## config.mk

```make
export PLATFORM = sky130hd
export DESIGN_NAME = clk_div_gen
export DESIGN_NICKNAME = d
export VERILOG_FILES = /design/src/rtl/clk_div_pkg.sv /design/src/rtl/clk_div_ch.sv /design/src/rtl/clk_div_gen.sv
export SDC_FILE = /design/constraint.sdc
export NUM_CORES = 1
export LEC_CHECK = 0
export ABC_AREA = 1
export BUFFER_PORTS_ARGS = -buffer_cell sky130_fd_sc_hd__buf_2
export CAP_MARGIN = 0
export CORE_ASPECT_RATIO = 0.75
export CORE_MARGIN = 2
export CORE_UTILIZATION = 49
export CTS_BUF_LIST = sky130_fd_sc_hd__clkbuf_2
export CTS_CLUSTER_DIAMETER = 80
export DETAILED_ROUTE_END_ITERATION = 10
export GPL_ROUTABILITY_DRIVEN = 1
export HOLD_SLACK_MARGIN = 0.06
export MAX_ROUTING_LAYER = met4
export PLACE_DENSITY = 0.65
export SLEW_MARGIN = 15
export SYNTH_ARGS = -nofsm -noshare
export SYNTH_HDL_FRONTEND = slang
export SYNTH_SLANG_ARGS = --single-unit
```

## constraint.sdc

```tcl
create_clock -name clk -period 10.3 [get_ports clk]
set_clock_uncertainty 0.1 [all_clocks]
set_input_delay 1.03 -clock clk [delete_from_list [all_inputs] [get_ports clk]]
set_output_delay 1.03 -clock clk [all_outputs]
set_load 0.02 [all_outputs]
```

## src/rtl/clk_div_pkg.sv

```systemverilog
// clk_div_pkg: shared types, constants and helpers for the clk_div_gen clock generator.
// Contents: DIV_W_DEF (default and maximum divide field width), MIN_DIV (smallest legal
// period), ch_cfg_t (per-channel configuration payload) and clamp_div().
// Optional feature macro: CLK_DIV_PHASE_EN adds a phase field to ch_cfg_t.
package clk_div_pkg;

   localparam int unsigned DIV_W_DEF = 16;
   localparam int unsigned MIN_DIV   = 2;

   // Channel configuration, held both as a shadow copy and as the live copy.
   typedef struct packed {
      logic [DIV_W_DEF-1:0] div;
      logic [DIV_W_DEF-1:0] high;
      logic                 en;
`ifdef CLK_DIV_PHASE_EN
      logic [DIV_W_DEF-1:0] phase;
`endif
   } ch_cfg_t;

   // Periods shorter than MIN_DIV cannot form a square wave, so they are raised to it.
   function automatic logic [DIV_W_DEF-1:0] clamp_div(input logic [DIV_W_DEF-1:0] div);
      return (div < DIV_W_DEF'(MIN_DIV)) ? DIV_W_DEF'(MIN_DIV) : div;
   endfunction

endpackage

```

## src/rtl/clk_div_ch.sv

```systemverilog
// clk_div_ch: one divided-clock channel with double-buffered configuration.
// Ports: clk, rst (sync, active-high), lock_s (synchronised PLL lock), wr (accepted
// write for this channel), cfg (write payload), pending (shadow not yet applied),
// clk_out / tick / active (registered channel outputs).
// Optional feature macro: CLK_DIV_PHASE_EN (counter start value = phase mod div).
module clk_div_ch
   import clk_div_pkg::*;
#(
   parameter int unsigned RST_DIV  = 2,
   parameter int unsigned RST_HIGH = 1
) (
   input  logic    clk,
   input  logic    rst,
   input  logic    lock_s,
   input  logic    wr,
   input  ch_cfg_t cfg,
   output logic    pending,
   output logic    clk_out,
   output logic    tick,
   output logic    active
);

   ch_cfg_t              shadow;
   ch_cfg_t              act;
   ch_cfg_t              act_nxt;
   logic [DIV_W_DEF-1:0] cnt;
   logic [DIV_W_DEF-1:0] cnt_nxt;
   logic [DIV_W_DEF-1:0] start_nxt;
   logic [DIV_W_DEF-1:0] div_eff;
   logic                 running;
   logic                 at_end;
   logic                 apply;

   // Apply scheduling and counter next-state.
   always_comb begin
      div_eff = clamp_div(act.div);
      running = lock_s && act.en;
      at_end  = (cnt >= div_eff - DIV_W_DEF'(1));
      // A running channel only switches at its period boundary; an idle one at once.
      apply   = pending && (!running || at_end);
      act_nxt = apply ? shadow : act;
`ifdef CLK_DIV_PHASE_EN
      start_nxt = act_nxt.phase % clamp_div(act_nxt.div);
`else
      start_nxt = '0;
`endif
      // Idle counters sit at their start value so a lock edge aligns all channels.
      if (!lock_s || !act_nxt.en || apply) begin
         cnt_nxt = start_nxt;
      end else if (at_end) begin
         cnt_nxt = '0;
      end else begin
         cnt_nxt = cnt + DIV_W_DEF'(1);
      end
   end

   // Configuration, counter and registered outputs.
   always_ff @(posedge clk) begin
      if (rst) begin
         shadow      <= '0;
         shadow.div  <= DIV_W_DEF'(RST_DIV);
         shadow.high <= DIV_W_DEF'(RST_HIGH);
         act         <= '0;
         act.div     <= DIV_W_DEF'(RST_DIV);
         act.high    <= DIV_W_DEF'(RST_HIGH);
         pending     <= 1'b0;
         cnt         <= '0;
         clk_out     <= 1'b0;
         tick        <= 1'b0;
         active      <= 1'b0;
      end else begin
         act <= act_nxt;
         cnt <= cnt_nxt;
         // wr never coincides with apply: the write port stalls while pending.
         if (wr) begin
            shadow  <= cfg;
            pending <= 1'b1;
         end else if (apply) begin
            pending <= 1'b0;
         end
         clk_out <= running && (cnt < act.high);
         tick    <= running && (cnt == '0);
         active  <= lock_s && act_nxt.en;
      end
   end

endmodule

```

## src/rtl/clk_div_gen.sv

```systemverilog
// clk_div_gen: CH_NUM programmable divided clocks derived from the PLL output clock.
// Ports: clk, rst (sync, active-high), locked_i (async PLL lock), cfg_valid/cfg_ready
// write handshake, cfg_ch/cfg_div/cfg_high/cfg_en write payload, clk_out/tick/active
// per-channel outputs. DIV_W may not exceed clk_div_pkg::DIV_W_DEF.
// Optional feature macro: CLK_DIV_PHASE_EN adds the cfg_phase input.
module clk_div_gen
   import clk_div_pkg::*;
#(
   parameter  int unsigned CH_NUM   = 4,
   parameter  int unsigned DIV_W    = DIV_W_DEF,
   parameter  int unsigned RST_DIV  = 2,
   parameter  int unsigned RST_HIGH = 1,
   localparam int unsigned CH_W     = (CH_NUM > 1) ? $clog2(CH_NUM) : 1
) (
   input  logic              clk,
   input  logic              rst,
   input  logic              locked_i,
   input  logic              cfg_valid,
   output logic              cfg_ready,
   input  logic [CH_W-1:0]   cfg_ch,
   input  logic [DIV_W-1:0]  cfg_div,
   input  logic [DIV_W-1:0]  cfg_high,
   input  logic              cfg_en,
`ifdef CLK_DIV_PHASE_EN
   input  logic [DIV_W-1:0]  cfg_phase,
`endif
   output logic [CH_NUM-1:0] clk_out,
   output logic [CH_NUM-1:0] tick,
   output logic [CH_NUM-1:0] active
);

   logic              lock_meta;
   logic              lock_s;
   logic [CH_NUM-1:0] pending;
   logic [CH_NUM-1:0] wr;
   ch_cfg_t           cfg_w;

   // Two-flop synchroniser for the asynchronous PLL lock.
   always_ff @(posedge clk) begin
      if (rst) begin
         lock_meta <= 1'b0;
         lock_s    <= 1'b0;
      end else begin
         lock_meta <= locked_i;
         lock_s    <= lock_meta;
      end
   end

   // Ready reflects the addressed channel; an out-of-range channel accepts and drops.
   always_comb begin
      cfg_ready = 1'b1;
      for (int unsigned i = 0; i < CH_NUM; i++) begin
         if (cfg_ch == CH_W'(i)) cfg_ready = ~pending[i];
      end
   end

   // Write payload shared by all channels.
   always_comb begin
      cfg_w      = '0;
      cfg_w.div  = DIV_W_DEF'(cfg_div);
      cfg_w.high = DIV_W_DEF'(cfg_high);
      cfg_w.en   = cfg_en;
`ifdef CLK_DIV_PHASE_EN
      cfg_w.phase = DIV_W_DEF'(cfg_phase);
`endif
   end

   for (genvar i = 0; i < CH_NUM; i++) begin : g_ch
      assign wr[i] = cfg_valid & cfg_ready & (cfg_ch == CH_W'(i));

      clk_div_ch #(
         .RST_DIV  (RST_DIV),
         .RST_HIGH (RST_HIGH)
      ) u_ch (
         .clk     (clk),
         .rst     (rst),
         .lock_s  (lock_s),
         .wr      (wr[i]),
         .cfg     (cfg_w),
         .pending (pending[i]),
         .clk_out (clk_out[i]),
         .tick    (tick[i]),
         .active  (active[i])
      );
   end

endmodule

```

# Yosys cells after proc, flatten, opt, wreduce, memory -nomap -nowiden
# Cells that the tools add are included.
[classes]
addsub = 8
n_lt_le_gt_ge = 12
eq_ne = 3
muxes = 20
bitwise_logic = 9
reduce_logical = 54
[ops]
columns = ["cell", "count"]
rows = [
  ["adder 16 x 1 -> 16 bit (second input constant)", 4],
  [">= comparator 16 bit", 4],
  ["zero test 16 bit", 4],
  ["< comparator 16 bit", 4],
  ["< comparator 16 x 2 -> 1 bit (second input constant)", 4],
  ["two-way mux 16 bit", 4],
  ["subtractor 16 x 1 -> 16 bit (second input constant)", 4],
  ["logical AND 1 bit", 20],
  ["two-way mux 1 bit", 16],
  ["logical OR 1 bit", 12],
  ["OR reduction 3 bit", 4],
  ["zero test 1 bit", 9],
  ["nonzero test 2 bit", 4],
  ["bitwise AND 1 bit", 5],
  ["equality test 2 bit (second input constant)", 2],
  ["NOT 1 bit", 4],
  ["equality test 2 x 1 -> 1 bit (second input constant)", 1],
  ["zero test 2 bit", 1],
]
[totals]
register_bits = 346
in_bits = 39
output_inout_bits = 13
wordCells = 152

# Logic depth before layout (Yosys ltp)
# Gate-level depths: netlist of the first run.
[depth]
depth_word = 11
mapped_depth = 25
mapped_depth_nobuf = 24

# Cells and area by module
# From an unflattened synthesis of the first run, not the netlist that was laid out.
[hier_totals]
hier_cells = 2301
area_unflattened_um2 = 17501.8
[by_module_without_submodules]
columns = ["mod", "n_inst", "cells_each", "area_each_um2", "seq_area_each_um2"]
rows = [
  ["clk_div_ch (g_ch[0].u_ch ...)", 3, 571, 4361.7, 1721.7],
  ["clk_div_ch (g_ch[1].u_ch)", 1, 565, 4281.6, 1721.7],
  ["clk_div_gen", 1, 23, 135.1, 40.0],
]

# Least setup slack after synthesis of the first run
# Ideal clock, no wire load.
[synth_path]
kind = "register to register"
startpoint = "register g_ch[3].u_ch.act[21] in the netlist's numbering"
endpoint = "register g_ch[3].u_ch.pending"
setup_ps = 70
arrival_ps = 3240
required_time_ps = 10130
path_slack_ps = 6890
path_stages_with_launch = 21
n_path_buf = 1
synth_period_minus_slack_ps = 3410
cell_sequence = "dfxtp_1 or2_2 nor2_1 nand3_1 nand2_1 ha_1 nand2_1 or3_1 nor2_1 nand3_1 xnor2_1 inv_1 ha_1 nand2_1 o21ai_0 a21oi_1 nand3_1 nand2_1 clkbuf_1 nand3_1 a21oi_1"
[synth_between]
elab_chain_len = 7
[synth_rtl]
columns = ["element", "line_no", "text"]
rows = [
  ["from (decl)", "clk_div_ch.sv:24", "ch_cfg_t act;"],
  ["from (signal assigned)", "clk_div_ch.sv:72", "act <= act_nxt;"],
  ["< comparator 16 x 2 -> 1 bit", "clk_div_pkg.sv:22", "return (div < DIV_W_DEF'(MIN_DIV)) ? DIV_W_DEF'(MIN_DIV) : div;"],
  ["two-way mux 16 bit (*)", "clk_div_pkg.sv:22", ""],
  ["subtractor 16 x 1 -> 16 bit (*)", "clk_div_ch.sv:38", "at_end = (cnt >= div_eff - DIV_W_DEF'(1));"],
  [">= comparator 16 bit (*)", "clk_div_ch.sv:38", ""],
  ["logical OR 1 bit (*)", "clk_div_ch.sv:40", "apply = pending && (!running || at_end);"],
  ["logical AND 1 bit (*)", "clk_div_ch.sv:40", ""],
  ["nonzero test 2 bit (no source line) (*)", "--", ""],
  ["to (signal assigned)", "clk_div_ch.sv:66", "pending <= 1'b0;"],
  ["to (signal assigned)", "clk_div_ch.sv:77", "pending <= 1'b1;"],
  ["to (signal assigned)", "clk_div_ch.sv:79", "pending <= 1'b0;"],
  ["to (decl)", "clk_div_ch.sv:17", "output logic pending,"],
]
# Every way passes the cells marked *; elsewhere a longest branch is shown, timed or not.
# A chain may end at the register's enable or synchronous reset.

# Worst setup path after layout of the first run
[layout_path]
startpoint = "register g_ch[3].u_ch.act[21] in the netlist's numbering"
endpoint = "register g_ch[3].u_ch.act[31] in the netlist's numbering"
[layout_between]
elab_chain_len = 6
[layout_rtl]
columns = ["element", "line_no"]
rows = [
  ["< comparator 16 x 2 -> 1 bit", "clk_div_pkg.sv:22"],
  ["two-way mux 16 bit (*)", "clk_div_pkg.sv:22"],
  ["subtractor 16 x 1 -> 16 bit (*)", "clk_div_ch.sv:38"],
  [">= comparator 16 bit (*)", "clk_div_ch.sv:38"],
  ["logical OR 1 bit (*)", "clk_div_ch.sv:40"],
  ["logical AND 1 bit (*)", "clk_div_ch.sv:40"],
]
# Marked as above.

==> impl_results.md, run 1 <==
- Kind of end point of the critical path: flop
- Grt ovf: 0
- Vias in the first global route: 13400
- Syn nets: 2438
- Core area: 0.0337 sq mm
- CP top delay family: simple AND/OR/NAND/NOR gates
- CP max FO: 53
- Row cnt: 58
- RSZ-0062 raised after global routing: no
- M3 GR Usage: 0.0672
- Die height: 164 um
- CP bufs+invs: 3
- Pwr Total: 2.62 mW
- Setup WS post-layout: 6.10 ns
- Root Buffer: clkbuf_2
- Total Neg Setup Slack: 0 ns
- Layout cells sized above 1: 0.0850
- Die area: 0.0358 sq mm
- Clock sinks: 346
- Worst Path Arrival: 4.90 ns
- Worst path slowest cell: buf_4
- DR pass1 iterations: 5
- H-tree levels: 3
- Die Width: 218 um
- Synth area leaders: dfxtp_1 41%, nand2_1 10%, ha_1 10%
- Worst endpoint required time: 11.00 ns
- Flop pwr share: 0.541
- Run status: completed
- Clk pwr share: 0.342
- Period utilisation layout: 0.408
- Post-CTS sizing: 0
- Final Max Slew Viols: 0
- Dpl ws: 6.10 ns
- Nets: 2486
- Synth Warn #: 0
- First-pass GRT wire length: 69100 um
- Slowest stage delay, CP: 0.40 ns
- Cell internal pwr: 1.84 mW
- Grt met1 use: 0.338
- Async set-reset flop share out of synthesis: 0
- Setup Buffers After CTS: 0
- CTS Buf Count: 84
- Total track usage: 0.251
- Clk_lat worst skew: 0.96 ns
- CTS tree: done
- Final hold vios: 0
- Top FF cell, synth: dfxtp_1
- Routed vias/inst: 5.19
- Initial Utilization: 0.499
- Vias: 14600
- Count of different cell masters after synthesis: 29
- RePlAce Congestion: 0.889
- Filler instances: 3298
- Worst Setup Start Kind: flop
- Logic pwr share: 0.116
- EDFF count, synth: 0
- P_sw: 0.781 mW
- Worst min path class: in -> reg
- Switching share of power: 0.298
- Starting DRT DRC Count: 1152
- Crit path cell chain: or2_2 -> nor2_1 -> nand3_1 -> nand2_1 -> ha_1 -> nand2_1 -> or3_1 -> nor2_1 -> nand3_1 -> xnor2_1 -> inv_1 -> ha_1 -> nand2_1 -> o21ai_0 -> a21oi_1 -> nand3_1 -> nand2_1 -> buf_4 -> inv_1 -> nor2_1 -> nor2_1
- Peak VDD IR: 0.0875 mV
- Routed wire length: 43000 um
- FMAX: 238 MHz
- Largest net degree at the start of global routing: 97
- Io pins: 52
- Area leader, netlist: dfxtp_1
- Most numerous cell in the Yosys netlist: nand2_1
- Setup Viol. Count Final: 0
- Max_cap viols: 0
- GR peak layer: met2
- Crit path time final: 4.20 ns
- Mapped Avg Cell Area: 7.43 sq um
- DR WL/cell: 15.3 um
- CTS max path bufs: 3
- Commonest cells post-synth: 464 x nand2_1, 346 x dfxtp_1, 299 x nor2_1
- Remaining DRCs: 0
- Leakage power: 7.61 nW
- Final ANT Viol Nets: 0
- Share of the synthesized area in the top cell type: 0.412
- Hpwl dp: 30100 um
- Least-Margin Pin Slew: 1.05 ns
- Seq/Total Area, Yosys: 0.412
- Pwr/cell area: 146 mW/mm^2
- Synth Cell Area: 0.0168 sq mm
- Yosys reg bits: 346
- Synth Instances: 2263
- CP Class: reg -> reg
- Hold_buf cts: 0
- IO Port Bufs: 51
- Area grow syn2layout: 6.81%
- Clock transition at the registers of the reported paths: 0.09 ns
- Number of antenna violations at the first check in global routing: 1
- Rel. slew slack: 0.298
- Met2 Track Usage GR: 0.373
[through the flow]
step	area [sq um]	utilization	hold slack, ns	instances
2_1_floorplan	16800	-	0.288	2263
3_3_place_gp	17200	0.511	0.296	2675
3_5_place_dp	17200	0.511	0.299	2675
4_1_cts	17900	0.533	0.0924	2816
5_1_grt	18000	0.533	0.0994	2817
6_report	18000	0.533	0.201	2817
[power by group through the flow]
| stage | Sequential [mW] | Clock (mW) | Combinational, mW |
|---|---|---|---|
| 2_1_floorplan | 1.44 | 0 | 0.222 |
| 3_3_place_gp | 1.45 | 0 | 0.294 |
| 3_5_place_dp | 1.45 | 0 | 0.303 |
| 4_1_cts | 1.42 | 0.925 | 0.304 |
| 5_1_grt | 1.43 | 0.993 | 0.350 |
| 6_report | 1.42 | 0.899 | 0.305 |
[worst register-to-register path, stage by stage (launching register included)]
cell and delay, ns:
dfxtp_1 0.36, or2_2 0.31, nor2_1 0.13, nand3_1 0.11, nand2_1 0.10, ha_1 0.20
nand2_1 0.10, or3_1 0.37, nor2_1 0.21, nand3_1 0.12, xnor2_1 0.16, inv_1 0.06
ha_1 0.26, nand2_1 0.10, o21ai_0 0.09, a21oi_1 0.16, nand3_1 0.12, nand2_1 0.07
buf_4 0.40, inv_1 0.33, nor2_1 0.17, nor2_1 0.06
[sequential cells by signal, summed over array words and instances, names as in the netlist]
register and count:
lock_meta 1, g_ch.u_ch.pending 4, lock_s 1, g_ch.u_ch.shadow 132
g_ch.u_ch.clk_out 4, g_ch.u_ch.tick 4, g_ch.u_ch.cnt 64, g_ch.u_ch.act 132
g_ch.u_ch.active 4
[layout make-up]
| type | count | area, sq um | share of cell area |
|---|---|---|---|
| Multi-Input combinational cell | 1584 | 8530 | 0.475 |
| Sequential cell | 346 | 6930 | 0.386 |
| Inverter | 237 | 891 | 0.0496 |
| Clock buffer | 118 | 591 | 0.0329 |
| Tap cell | 450 | 563 | 0.0314 |
| Timing Repair Buffer | 58 | 310 | 0.0173 |
| Clock inverter | 23 | 139 | 0.00774 |
| Antenna cell | 1 | 2.50 | 0.000139 |
[per-layer routing]
metal / vias up / part of all wire
met4: 0 / 0.020
met1: 6718 / 0.48
met5: - / 0
met2: 390 / 0.43
met3: 79 / 0.075
li1: 7444 / -
[cells in the final DEF, fill, tap and decap left out]
master | netlist | routed
a21oi_1 | 261 | 261
a21oi_4 | 1 | 1
a31oi_1 | 3 | 3
buf_2 | 9 | 50
buf_4 | 24 | 8
bufinv_16 | 0 | 2
clkbuf_2 | 0 | 118
clkinv_1 | 0 | 18
clkinv_2 | 0 | 1
dfxtp_1 | 346 | 346
diode_2 | 0 | 1
ha_1 | 136 | 136
inv_1 | 233 | 232
inv_2 | 4 | 7
nand2_1 | 464 | 464
nand3_1 | 75 | 75
nand3_2 | 5 | 5
nand4_1 | 43 | 43
nor2_1 | 299 | 299
nor2_2 | 1 | 1
nor3_1 | 19 | 19
nor3_2 | 5 | 5
nor4_1 | 8 | 8
o21a_1 | 4 | 4
o21ai_0 | 150 | 150
o31ai_1 | 1 | 1
or2_1 | 1 | 1
or2_2 | 3 | 3
or3_1 | 2 | 2
or4_1 | 1 | 1
xnor2_1 | 31 | 31
xor2_1 | 71 | 71
[path summary, 6_finish.rpt]
check | start | to | slack [ns] | depth (start not counted)
worst max-delay path | g_ch[3].u_ch.act[21] | g_ch[3].u_ch.act[31] | 6.10 | 21
worst min-delay path | locked_i | lock_meta | 0.20 | 3
worst max register to register | g_ch[3].u_ch.act[21] | g_ch[3].u_ch.act[31] | 6.10 | 21
worst min register to register | lock_meta | lock_s | 0.31 | 2
[cell families after synthesis]
group           after synthesis  share of synthesized area
buf+inv                     333                     0.0804
flops                       346                      0.412
xor+xnor                    102                     0.0532
fa+ha+maj                   136                      0.101
compound gates              420                      0.127
simple gates                926                      0.226
Note: power is estimated with default switching activity, not from simulation.
==> run 2, diff against run 1 <==
==> constraint.sdc (replaced) <==
create_clock -name clk -period 4.2 [get_ports clk]
set_clock_uncertainty 0.1 [all_clocks]
set_input_delay 0.42 -clock clk [delete_from_list [all_inputs] [get_ports clk]]
set_output_delay 0.42 -clock clk [all_outputs]
set_load 0.02 [all_outputs]
==> impl_results.md, run 2 (synthesis results as in run 1) <==
- DR WL/cell: 15.4 um (+0.70%)
- Setup Viol. Count Final: 0 (unchanged)
- Clock transition at the registers of the reported paths: 0.13 ns (+0.04 ns)
- FF-to-FF Start: g_ch[1].u_ch.act[23]
- Number of antenna violations at the first check in global routing: 3 (+2)
- Root Buffer: clkbuf_2
- Most frequent cells in the layout: 460 x nand2_1, 346 x dfxtp_1, 297 x nor2_1
- CTS Buf Count: 87 (+3.6%)
- Nets: 2558 (+2.9%)
- Hpwl dp: 30400 um (+1.1%)
- DR pass1 iterations: 5 (unchanged)
- Worst path slowest cell: dfxtp_1
- Final Max Slew Viols: 0 (unchanged)
- CP Class: reg -> reg
- CP max FO: 39 (-26%)
- Leakage power: 7.99 nW (+4.9%)
- Worst Hold End: g_ch[2].u_ch.shadow[7]
- Die Width: 218 um (unchanged)
- Multi-input logic area: 0.00857 sq mm (+0.51%)
- Dpl ws: 0.200 ns (-5.90 ns)
- FMAX: 258 MHz (+8.3%)
- RSZ-0062 raised after global routing: yes
- Peak VDD IR: 0.233 mV (+170%)
- Final hold vios: 0 (unchanged)
- Crit path time final: 3.88 ns (-0.320 ns)
- Clk_lat worst skew: 1.03 ns (+0.07 ns)
- Clock sinks: 346 (unchanged)
- Worst min path class: in -> reg
- Slowest stage delay, CP: 0.35 ns (-0.05 ns)
- CTS max path bufs: 3 (unchanged)
- Vias in the first global route: 13900 (+3.5%)
- IO Port Bufs: 51 (unchanged)
- Core area: 0.0337 sq mm (unchanged)
- Kind of end point of the critical path: flop
- Vias: 14900 (+2.0%)
- Grt ovf: 0 (unchanged)
- Hold Crit Start: cfg_high[6]
- Setup WS post-layout: 0.322 ns (-5.78 ns)
- Least-Margin Pin Slew: 0.951 ns (-0.102 ns)
- Worst R2R Setup Slack: 0.32 ns (-5.78 ns)
- Post-Route Utilization: 0.559 (+0.0256)
- Remaining DRCs: 0 (unchanged)
- Top flop regs: g_ch.u_ch.act: 132 flops, g_ch.u_ch.shadow: 132 flops, g_ch.u_ch.cnt: 64 flops
- Final ANT Viol Nets: 0 (unchanged)
- Initial Utilization: 0.499 (unchanged)
- Critical R2R Capture: g_ch[1].u_ch.act[32]
- First-pass GRT wire length: 70700 um (+2.3%)
- Sequential cell area: 0.00693 sq mm (unchanged)
- Worst endpoint required time: 4.97 ns (-6.03 ns)
- CTS tree: done
- Starting DRT DRC Count: 1188 (+3.1%)
- Period utilisation layout: 0.923 (+0.516)
- Worst Path Arrival: 4.65 ns (-0.25 ns)
- R2R cell count: 20 (-4.8%)
- Largest net degree at the start of global routing: 85 (-12%)
- Routed wire length: 44600 um (+3.7%)
- H-tree levels: 3 (unchanged)
- Pwr/cell area: 354 mW/mm^2 (+140%)
- Max_cap viols: 0 (unchanged)
- Total track usage: 0.257 (+0.00574)
- Commonest non-fill, non-tap cell in the layout: nand2_1
- Routed vias/inst: 5.15 (-0.88%)
- Row cnt: 58 (unchanged)
- Die area: 0.0358 sq mm (unchanged)
- Crit path cell chain: or2_2 -> nor2_1 -> nand3_1 -> nand2_1 -> ha_1 -> nand2_1 -> nor3_2 -> nand3_1 -> nor3_1 -> xor2_1 -> inv_1 -> ha_1 -> nand2_1 -> nor3_1 -> nand2_1 -> nand3_1 -> nand2_1 -> buf_12 -> o21ai_0 -> nor2_1
- Total Neg Setup Slack: 0 ns (unchanged)
- Io pins: 52 (unchanged)
- Layout cells sized above 1: 0.0993 (+0.0144)
- Rel. slew slack: 0.366 (+0.0678)
- Area grow syn2layout: 11.9%
- Crit path top cell by count: nand2_1
- Worst Setup Start Kind: flop
- Die height: 164 um (unchanged)
- Hold Path Cell Cnt: 4 (+1)
- Min Hold Slack: 0.190 ns (-0.0109 ns)
- Run status: completed
- RePlAce Congestion: 0.927 (+4.2%)
- Filler instances: 3266 (-0.97%)
-- run 2: changes by cell type in the layout (fill, tap and decap cells not counted), sizes merged --
cell         change
clkinv           +6
inv              -3
diode            +3
bufinv           +1
clkinvlp         +5
dlygate4sd3     +50
buf             +17
clkbuf           +4
-- run 2: power by group --
| part | leakage (nW) | total, mW | switching [mW] | internal, mW |
|---|---|---|---|---|
| registers | 2.81 | 3.48 | 0.0811 | 3.40 |
| logic | 4.57 | 0.811 | 0.515 | 0.296 |
| clock network | 0.606 | 2.37 | 1.40 | 0.969 |
| total | 7.99 | 6.66 | 2.00 | 4.67 |
-- run 2: worst max-delay path: cells and delay by family (launching register included) --
kind	cells	cell delay (ns)
adder cells (fa/ha/maj)	2	0.45
buffers and inverters	2	0.28
XOR/XNOR	1	0.18
AND/OR/NAND/NOR	14	2.09
AO/OA/AOI/OAI	1	0.29
flip-flops	1	0.35
-- run 2: final cells by class --
cell class                 instances  share of cell area
timing repair inverter             1            0.000266
antenna                            4            0.000532
clock buffer                     121              0.0322
tap                              450              0.0299
inverter                         237              0.0477
multi-input combinational       1584               0.456
timing repair buffer             126              0.0541
clock inverter                    31              0.0114
sequential                       346               0.368
-- run 2: metrics by stage --
stage          total power, mW  cells  area [sq um]
5_1_grt                   7.04   2900         18800
3_3_place_gp              4.29   2688         17400
6_report                  6.66   2900         18800
2_1_floorplan             4.08   2263         16800
3_5_place_dp              4.31   2688         17400
4_1_cts                   6.70   2890         18700
-- run 2: layer usage --
| layer | routed length, um | part of all wire | track usage |
|---|---|---|---|
| met2 | 19200 | 0.43 | 0.375 |
| met3 | 2880 | 0.065 | 0.0643 |
| met1 | 21300 | 0.48 | 0.342 |
| met5 | 0 | 0 | - |
| met4 | 1240 | 0.028 | 0.100 |
-- run 2: repair_timing --
| action | 4_1_cts | 5_1_grt |
|---|---|---|
| setup endpoints to repair | 0 | 110 |
| resized for setup | 0 | 18 |
| buffers inserted | 0 | 4 |
| hold endpoints to repair | 142 | 0 |
| hold buffers | 50 | 0 |
-- run 2: how the worst max path moves through the flow --
stage                               from                    to
finish              g_ch[1].u_ch.act[23]  g_ch[1].u_ch.act[32]
CTS                 g_ch[1].u_ch.act[23]   g_ch[1].u_ch.cnt[5]
floorplan           g_ch[3].u_ch.act[21]  g_ch[3].u_ch.pending
global placement    g_ch[1].u_ch.act[23]   g_ch[1].u_ch.cnt[7]
detailed placement  g_ch[1].u_ch.act[23]   g_ch[1].u_ch.cnt[5]
global route        g_ch[3].u_ch.act[22]  g_ch[3].u_ch.act[19]
==> run 3, diff against run 2 <==
--- a/config.mk
+++ b/config.mk
@@ -8,16 +8,18 @@
 export ABC_AREA = 1
 export BUFFER_PORTS_ARGS = -buffer_cell sky130_fd_sc_hd__buf_2
 export CAP_MARGIN = 0
+export CELL_PAD_IN_SITES_DETAIL_PLACEMENT = 1
+export CELL_PAD_IN_SITES_GLOBAL_PLACEMENT = 1
 export CORE_ASPECT_RATIO = 0.75
 export CORE_MARGIN = 2
-export CORE_UTILIZATION = 49
+export CORE_UTILIZATION = 48
 export CTS_BUF_LIST = sky130_fd_sc_hd__clkbuf_2
 export CTS_CLUSTER_DIAMETER = 80
 export DETAILED_ROUTE_END_ITERATION = 10
 export GPL_ROUTABILITY_DRIVEN = 1
 export HOLD_SLACK_MARGIN = 0.06
 export MAX_ROUTING_LAYER = met4
-export PLACE_DENSITY = 0.65
+export PLACE_DENSITY_LB_ADDON = 0.1
 export SLEW_MARGIN = 15
 export SYNTH_ARGS = -nofsm -noshare
 export SYNTH_HDL_FRONTEND = slang
==> impl_results.md, run 3 (synthesis results as in run 1) <==
- Peak VDD IR: 0.180 mV (-23%)
- Crit path cell chain: or2_1 -> nor2_1 -> nand4_1 -> nand2_1 -> ha_1 -> nand3_1 -> nor3_2 -> nand2_1 -> nor3_2 -> xor2_1 -> inv_1 -> ha_1 -> nand2_1 -> o21ai_0 -> a21oi_1 -> nand3_1 -> nand2_2 -> buf_6 -> o21ai_0 -> nor2_1
- Slowest stage delay, CP: 0.35 ns (about the same)
- FMAX: 262 MHz (+1.4%)
- IO Port Bufs: 51 (unchanged)
- Commonest non-fill, non-tap cell in the layout: nand2_1
- Routed vias/inst: 5.29 (+2.8%)
- Setup Viol. Count Final: 0 (unchanged)
- Hold Path Cell Cnt: 4 (unchanged)
- Final ANT Viol Nets: 0 (unchanged)
- Most frequent cells in the layout: 460 x nand2_1, 343 x dfxtp_1, 296 x nor2_1
- Grt ovf: 0 (unchanged)
- CTS tree: done
- CP top delay family: simple AND/OR/NAND/NOR gates
- Root Buffer: clkbuf_2
- CP bufs+invs: 2 (unchanged)
- CP Depth: 20 (unchanged)
- Least-Margin Pin Slew: 0.885 ns (-0.0660 ns)
- CP max FO: 23 (-41%)
- Remaining DRCs: 0 (unchanged)
- Core area: 0.0346 sq mm (+2.8%)
- Initial Utilization: 0.485 (-0.0137)
- Largest net degree at the start of global routing: 89 (+4.7%)
- First-pass GRT wire length: 83000 um (+17%)
- Post-Route Utilization: 0.543 (-0.0155)
- Row cnt: 59 (+1.7%)
- Worst path slowest cell: dfxtp_1
- Leakage power: 7.94 nW (-0.60%)
- Total track usage: 0.296 (+0.0393)
- Worst Setup Start Kind: flop
- Worst Hold End: g_ch[2].u_ch.shadow[2]
- RSZ-0062 raised after global routing: no
- Vias in the first global route: 16000 (+15%)
- Area grow syn2layout: 11.9% (about the same)
- Worst R2R Setup Slack: 0.38 ns (+0.05 ns)
- Hpwl dp: 36500 um (+20%)
- Clock transition at the registers of the reported paths: 0.11 ns (-0.02 ns)
- Die Width: 220 um (+1.0%)
- Hold Crit Start: cfg_high[1]
- Total Neg Setup Slack: 0 ns (unchanged)
- Pwr Total: 6.58 mW (-1.2%)
- H-tree levels: 3 (unchanged)
- Layout cells sized above 1: 0.100 (+0.000654)
- Starting DRT DRC Count: 880 (-26%)
- DR WL/cell: 18.0 um (+17%)
- Top flop regs: g_ch.u_ch.act: 132 flops, g_ch.u_ch.shadow: 132 flops, g_ch.u_ch.cnt: 64 flops
- DR pass1 iterations: 6 (+1)
- Run status: completed
- CP Class: reg -> reg
- Clock sinks: 346 (unchanged)
- R2R cell count: 20 (unchanged)
- Period utilisation layout: 0.910 (-0.0129)
- RePlAce Congestion: 0.851 (-8.2%)
- Max_cap viols: 0 (unchanged)
- Rel. slew slack: 0.410 (+0.0440)
- Filler instances: 4446 (+36%)
- Critical R2R Capture: g_ch[2].u_ch.act[20]
- Nets: 2562 (+0.16%)
- CTS max path bufs: 3 (unchanged)
- Routed wire length: 52100 um (+17%)
- Worst endpoint required time: 5.02 ns (+0.05 ns)
- Kind of end point of the critical path: flop
- Die height: 166 um (+1.0%)
- Min Hold Slack: 0.157 ns (-0.0337 ns)
- Final hold vios: 0 (unchanged)
- Crit path time final: 3.82 ns (-0.0540 ns)
- Number of antenna violations at the first check in global routing: 1 (-2)
- Vias: 15300 (+2.8%)
- Die area: 0.0365 sq mm (+2.0%)
- Pwr/cell area: 350 mW/mm^2 (-1.2%)
- Io pins: 52 (unchanged)
- Worst Path Arrival: 4.65 ns (about the same)
- Clk_lat worst skew: 1.05 ns (+0.02 ns)
- Final Max Slew Viols: 0 (unchanged)
- Crit path top cell by count: nand2_1
- FF-to-FF Start: g_ch[2].u_ch.act[21]
- Worst min path class: in -> reg
- CTS Buf Count: 87 (unchanged)
-- run 3: cell count changes in the layout (fill, tap and decap cells not counted), sizes merged --
| cell | delta |
|---|---|
| bufinv | -2 |
| buf | +2 |
| dlygate4sd3 | +3 |
| inv | -1 |
| diode | -3 |
| clkinv | -6 |
| clkinvlp | +1 |
| clkbuf | -3 |
-- run 3: timing repair --
item	4_1_cts	5_1_grt
hold endpoints to repair	168	0
setup buffers	0	4
gates resized for setup	0	36
hold buffers	53	0
setup endpoints to repair	0	121
-- run 3: metrics by stage --
step           instances  worst slack, ns  cell area [sq um]
6_report            2898            0.376              18800
5_1_grt             2898          0.00665              18800
3_5_place_dp        2697            0.129              17300
2_1_floorplan       2263            0.790              16800
3_3_place_gp        2697            0.320              17300
4_1_cts             2892           0.0907              18600
-- run 3: routing by layer --
layer,part of all wire,up-vias,global-route usage,wire length (um)
met5,0,-,-,0
met4,0.032,0,0.112,1690
met3,0.044,107,0.0617,2270
met2,0.46,273,0.460,24000
met1,0.46,7378,0.378,24100
li1,-,7584,-,-
-- run 3: area by class of cell --
class                      instances  area (sq um)  share of cell area
clock inverter                    23           121             0.00645
sequential                       346          6930               0.369
tap                              457           572              0.0304
multi-input combinational       1584          8600               0.457
antenna                            1          2.50            0.000133
timing repair buffer             130          1070              0.0571
inverter                         237           906              0.0482
clock buffer                     119           596              0.0317
timing repair inverter             1          7.51            0.000399
-- run 3: tightest hold or removal path, delay by kind of cell --
kind | cells | cell delay (ns)
buf+inv | 2 | 0.71
simple gates | 1 | 0.08
compound gates | 1 | 0.05
-- run 3: worst max path at each step --
stage,from,end,slack [ns]
floorplan,g_ch[3].u_ch.act[21],g_ch[3].u_ch.pending,0.79
CTS,g_ch[3].u_ch.act[21],g_ch[3].u_ch.act[25],0.09
detailed placement,g_ch[3].u_ch.act[21],g_ch[3].u_ch.act[25],0.13
global route,g_ch[0].u_ch.act[28],g_ch[0].u_ch.act[2],0.007
global placement,g_ch[3].u_ch.act[21],g_ch[3].u_ch.act[25],0.32
finish,g_ch[2].u_ch.act[21],g_ch[2].u_ch.act[20],0.38
-- run 3: report_power, final --
| group | switching (mW) | internal [mW] |
|---|---|---|
| clock | 1.43 | 0.819 |
| combinational | 0.542 | 0.302 |
| sequential | 0.0929 | 3.40 |
